[src/rtl/nv_clk_gate_ctrl_multi.sv]
// Multi-channel clock-gating controller: per-channel idle hysteresis, wake delay and ready handshake.
// Optional macros: NV_CLK_GATE_STATS_EN (OFF-cycle counters), VLIB_BYPASS_POWER_CG (gated clocks follow clk).
module nv_clk_gate_ctrl_multi #(
    parameter int NUM_CH   = 4,
    parameter int IDLE_W   = 8,
    parameter int WAKE_W   = 3,
    parameter int WAKE_CYC = 2
) (
    input  logic              clk,
    input  logic              reset,
    input  logic              cfg_gate_en,
    input  logic [IDLE_W-1:0] idle_thresh,
    input  logic [NUM_CH-1:0] ch_busy,
    input  logic [NUM_CH-1:0] ch_req,
    input  logic [NUM_CH-1:0] ch_force_on,
    output logic [NUM_CH-1:0] ch_clk_en,
    output logic [NUM_CH-1:0] ch_clk_gated,
    output logic [NUM_CH-1:0] ch_ready,
    output logic [NUM_CH-1:0] ch_is_gated
`ifdef NV_CLK_GATE_STATS_EN
    ,
    input  logic                 stats_clr,
    output logic [NUM_CH*32-1:0] ch_gated_cycles
`endif
);

    typedef enum logic [1:0] {ST_ON, ST_COUNT, ST_OFF, ST_WAKE} state_e;

    localparam logic [WAKE_W-1:0] WAKE_INIT = WAKE_W'(WAKE_CYC);

    state_e            state_q    [NUM_CH];
    state_e            state_d    [NUM_CH];
    logic [IDLE_W-1:0] idle_cnt_q [NUM_CH];
    logic [IDLE_W-1:0] idle_cnt_d [NUM_CH];
    logic [WAKE_W-1:0] wake_cnt_q [NUM_CH];
    logic [WAKE_W-1:0] wake_cnt_d [NUM_CH];
    logic [NUM_CH-1:0] wake_c;

    assign wake_c = ch_busy | ch_req | ch_force_on | {NUM_CH{~cfg_gate_en}};

    always_comb begin
        for (int i = 0; i < NUM_CH; i++) begin
            // NOTE: every next-state variable gets its hold value first so no path leaves it unassigned (no latch).
            state_d[i]    = state_q[i];
            idle_cnt_d[i] = idle_cnt_q[i];
            wake_cnt_d[i] = wake_cnt_q[i];
            unique case (state_q[i])
                ST_ON: begin
                    if (!wake_c[i]) begin
                        state_d[i]    = ST_COUNT;
                        idle_cnt_d[i] = '0;
                    end
                end
                ST_COUNT: begin
                    if (wake_c[i]) begin
                        state_d[i]    = ST_ON;
                        idle_cnt_d[i] = '0;
                    end else if (idle_cnt_q[i] >= idle_thresh) begin
                        state_d[i] = ST_OFF;
                    end else if (idle_cnt_q[i] != '1) begin
                        idle_cnt_d[i] = idle_cnt_q[i] + IDLE_W'(1);
                    end
                end
                ST_OFF: begin
                    if (wake_c[i]) begin
                        state_d[i]    = (WAKE_CYC == 0) ? ST_ON : ST_WAKE;
                        wake_cnt_d[i] = WAKE_INIT;
                        idle_cnt_d[i] = '0;
                    end
                end
                ST_WAKE: begin
                    // The wake sequence always completes; wake_c is deliberately not consulted here.
                    if (wake_cnt_q[i] <= WAKE_W'(1)) begin
                        state_d[i]    = ST_ON;
                        wake_cnt_d[i] = '0;
                    end else begin
                        wake_cnt_d[i] = wake_cnt_q[i] - WAKE_W'(1);
                    end
                end
                default: state_d[i] = ST_ON;
            endcase
        end
    end

    always_ff @(posedge clk) begin
        // NOTE: sequential state uses non-blocking assignments so all channels update from pre-edge values.
        if (reset) begin
            // NOTE: the per-channel state arrays are control state, so every entry is reset, not just the first.
            for (int i = 0; i < NUM_CH; i++) begin
                state_q[i]    <= ST_ON;
                idle_cnt_q[i] <= '0;
                wake_cnt_q[i] <= '0;
            end
        end else begin
            for (int i = 0; i < NUM_CH; i++) begin
                state_q[i]    <= state_d[i];
                idle_cnt_q[i] <= idle_cnt_d[i];
                wake_cnt_q[i] <= wake_cnt_d[i];
            end
        end
    end

    // Outputs decode the state register only, so they change once per edge and never glitch.
    always_comb begin
        for (int i = 0; i < NUM_CH; i++) begin
            ch_clk_en[i]   = (state_q[i] != ST_OFF);
            ch_ready[i]    = (state_q[i] == ST_ON) || (state_q[i] == ST_COUNT);
            ch_is_gated[i] = (state_q[i] == ST_OFF);
        end
    end

`ifdef VLIB_BYPASS_POWER_CG
    assign ch_clk_gated = {NUM_CH{clk}};
`else
    // Behavioural model of the latch-based ICG: enable is captured while clk is low.
    for (genvar g = 0; g < NUM_CH; g++) begin : g_icg
        logic en_lat;
        always_latch begin
            if (!clk) en_lat <= ch_clk_en[g];
        end
        assign ch_clk_gated[g] = clk & en_lat;
    end
`endif

`ifdef NV_CLK_GATE_STATS_EN
    logic [31:0] gated_cnt_q [NUM_CH];

    always_ff @(posedge clk) begin
        for (int i = 0; i < NUM_CH; i++) begin
            if (reset || stats_clr) begin
                gated_cnt_q[i] <= '0;
            end else if ((state_q[i] == ST_OFF) && (gated_cnt_q[i] != '1)) begin
                gated_cnt_q[i] <= gated_cnt_q[i] + 32'd1;
            end
        end
    end

    always_comb begin
        for (int i = 0; i < NUM_CH; i++) begin
            ch_gated_cycles[i*32 +: 32] = gated_cnt_q[i];
        end
    end
`endif

`ifndef SYNTHESIS
`ifndef DISABLE_NV_CLK_GATE_ASSERTS
    a_no_x: assert property (@(posedge clk) disable iff (reset)
        !$isunknown({ch_clk_en, ch_ready, ch_clk_gated}));

    a_ready_implies_en: assert property (@(posedge clk) disable iff (reset)
        (ch_ready & ~ch_clk_en) == '0);
`endif
`endif

endmodule

[config.mk]
export PLATFORM = sky130hd
export DESIGN_NAME = nv_clk_gate_ctrl_multi
export DESIGN_NICKNAME = d
export VERILOG_FILES = /design/src/rtl/nv_clk_gate_ctrl_multi.sv
export SDC_FILE = /design/constraint.sdc
export NUM_CORES = 1
export LEC_CHECK = 0
export ABC_AREA = 1
export BUFFER_PORTS_ARGS = -buffer_cell sky130_fd_sc_hd__buf_2
export CAP_MARGIN = 30
export CORE_MARGIN = 4
export CORE_UTILIZATION = 50
export DETAILED_ROUTE_END_ITERATION = 12
export PLACE_DENSITY = 0.69
export SLEW_MARGIN = 40
export SYNTH_ARGS = -nofsm -noshare
export SYNTH_HDL_FRONTEND = slang
export SYNTH_SLANG_ARGS = --single-unit
export TNS_END_PERCENT = 20
[constraint.sdc]
create_clock -name clk -period 1.89 [get_ports clk]
set_clock_uncertainty 0.05 [all_clocks]
set_input_delay 0.2835 -clock clk [delete_from_list [all_inputs] [get_ports clk]]
set_output_delay 0.2835 -clock clk [all_outputs]
set_load 0.02 [all_outputs]
==> results.md <==
* Core area at 8220 µm²
* Syn Inst Count at 666
* P&R area growth vs syn at 13.8%
* Pint at 2.29 mW
* Peak supply drop at 0.000717 V
* Final Worst Setup Slack at -0.448 ns
* Standard-cell rows at 33
* Slew Limit Fails at 0
* DR DRC count at 0
* Placement Cell Area at 4600 µm²
* Crit path launch type: latch
* Worst Tran Pin Value at 0.519 ns
* NetSw at 1.33 mW
* Final instance area at 4800 µm²
* Largest net degree at the start of global routing at 21
* Sw frac at 36.8%
* Rel. slew slack at 65.1%
* Crit-path cells: nand2_1 -> inv_2 -> buf_6
* Postcts setup bufs at 0
* # IOs at 39
* YS warnings at 0
* Die X at 99.8 µm
* Clock Latency Late Sink at 0.43 ns
* Synthesized Nets at 733
* Initial core utilization at 51.3%
* Number of library cell types mapped by synthesis at 34
* HP Class: in -> reg
* Max-Cap Viols at 0
* Port Buf Inserts at 38
* Max FO, Critical Path at 1
* Clock share of power at 39.2%
* RSZ-0062 raised after global routing: true
* Gr usage total at 20.8%
* Worst EP arrival at 2.00 ns
* Slowest stage delay, CP at 0.41 ns
* Vias in the first global route at 4031
* Hold_ws at 0.105 ns
* Iter 0 DRT Violations at 143
* Worst Path Buf+Inv at 2
* ANT nets after route at 0
* WP data required at 1.56 ns
* Fill count at 810
* Crit Path Category: latch -> out
* Vias at 4233
* Leak pwr at 2.38 nW
* Total grt overflow at 0
* CP top delay family: latches
* Share of cells above drive strength 1 at 15.4%
* First-pass GRT wire length at 17.0 mm
* Vias/cell at 5.09
* Initial antenna violation count at 0
* Failing checks: setup timing
* CP endpoint kind: output port
* Sequential power share at 38.1%
* Yosys reg bits at 56
* Die area at 9960 µm²
* Wire per inst at 11.6 µm
* # diodes at 0
* Endpoints failing hold at 0
* Logic pwr share at 22.7%
* GPL Wtd Cong at 0.852
* Status: complete, but fails checks
* DR pass1 iterations at 4
* Power, Total at 3.61 mW
* Routed wire length at 9.67 mm
* Nets@finish at 791
* TritonCTS clock tree: built
* Clock slew at reported path FFs at 0.10 ns
* DIE HEIGHT at 99.8 µm
* Final setup fails at 8
* Slowest cell on the critical path: dlxtn_2
* Synthesized area at 4220 µm²
* Post-DP HPWL at 7.40 mm
* Pwr Density at 754 nW/µm²
* Syn Area/Cell at 6.33 µm²
## metrics by stage
stage	setup TNS, ns	cells	util (%)	worst slack, ns
after floorplan	0	666	-	0
after global placement	0	818	56.0	0.0212
after detailed placement	-0.00102	818	56.0	-0.00102
after CTS	-1.85	831	58.2	-0.474
after global routing	-2.18	831	58.4	-0.506
final	-1.76	831	58.4	-0.448
## cells by family after synthesis
kind of cell,Yosys count,synth area share (%)
latches,4,1.42
xor gates and xnor gates,4,0.831
and+or+nand+nor,370,38.2
DFF,52,24.7
buffers and inverters,106,11.0
adders and majority gates,44,13.1
AOI/OAI and AO/OA,86,10.8
## layout by cell type, fill, tap and decap left out, types with 2 or more instances in the layout
cell,count
buf_6,4
a21oi_1,54
clkbuf_8,10
buf_4,21
xnor2_1,4
nor2_1,92
nor2_4,4
o21ai_0,20
a21o_1,5
inv_2,6
or2_2,9
nand4_1,7
dfxtp_1,43
nor3_1,4
dlxtn_1,3
nand2_2,3
inv_1,86
dfxtp_2,9
buf_2,34
nand2_1,170
nand3_1,67
nor3b_1,2
nor2_2,5
o31ai_1,2
and2_1,3
a31oi_1,2
ha_1,44
## cells in the mapped netlist, drive strengths merged
| master | instances | area (µm²) |
|---|---|---|
| nand2 | 174 | 668 |
| nor2 | 101 | 419 |
| inv | 92 | 345 |
| nand3 | 67 | 335 |
| a21oi | 54 | 270 |
| dfxtp | 52 | 1040 |
| ha | 44 | 551 |
| o21ai | 21 | 105 |
| buf | 11 | 106 |
| or2 | 9 | 56.3 |
| nand4 | 7 | 43.8 |
| nor3 | 6 | 46.3 |
| a21o | 5 | 37.5 |
| dlxtn | 4 | 60.1 |
| xnor2 | 4 | 35.0 |
| and2 | 3 | 18.8 |
| a31oi | 2 | 12.5 |
| clkbuf | 2 | 7.51 |
| nor3b | 2 | 15.0 |
| o31ai | 2 | 15.0 |
| clkinv | 1 | 3.75 |
| nand3b | 1 | 7.51 |
| o21a | 1 | 7.51 |
| o21bai | 1 | 7.51 |
## path summary, 6_finish.rpt
check / startpoint / endpoint / slack (ns) / cells past startpoint
worst min-delay path: reset / wake_cnt_q[3][2] / 0.11 / 2
worst max-delay path: g_icg[3].en_lat / ch_clk_gated[3] / -0.45 / 3
worst min register to register: wake_cnt_q[3][0] / wake_cnt_q[3][0] / 0.44 / 1
worst max register to register: idle_cnt_q[1][5] / idle_cnt_q[1][5] / 0.13 / 9
## worst reg2reg max path: stages (launching register included)
cell     delay, ns
dfxtp_1       0.44
ha_1          0.28
a21oi_1       0.16
nor2_1        0.05
nor2_1        0.11
nand3_1       0.09
nand2_1       0.15
buf_4         0.15
nand3_1       0.06
a21oi_1       0.16
## registers in the layout, summed over array words and instances, names as in the netlist, named ones only
name	cells
state_q	4
g_icg.en_lat	4
idle_cnt_q	32
wake_cnt_q	12
## final cells by class
class | instances | area, µm² | share of cell area, %
clock inverters | 6 | 28.8 | 0.600
inverters | 89 | 334 | 6.97
multi-input cells | 504 | 2650 | 55.3
repair buffers | 56 | 348 | 7.25
flip-flops and latches | 56 | 1110 | 23.2
well taps | 105 | 131 | 2.74
clock buffers | 15 | 186 | 3.89
## power groups by stage
stage	clock network, mW	logic (mW)	registers (mW)
2_1_floorplan	0.181	0.652	1.37
3_3_place_gp	0.251	0.791	1.39
3_5_place_dp	0.251	0.824	1.40
4_1_cts	1.46	0.829	1.37
5_1_grt	1.55	0.965	1.40
6_report	1.42	0.821	1.38
## routing by layer
layer | vias to the layer above | share of wire, % | track usage [%]
met1 | 1904 | 46 | 24.4
met5 | - | 0 | 0
met3 | 19 | 3.6 | 4.73
li1 | 2242 | - | -
met2 | 68 | 48 | 36.2
met4 | 0 | 2.6 | 9.03
## repair_timing
action | CTS | global route
endpoints found under the setup margin | 8 | 29
cloned | 0 | 0
gates resized for setup | 8 | 14
pin swaps | 3 | 1
hold buffers | 0 | 0
Power figures use the tool's default switching activity.
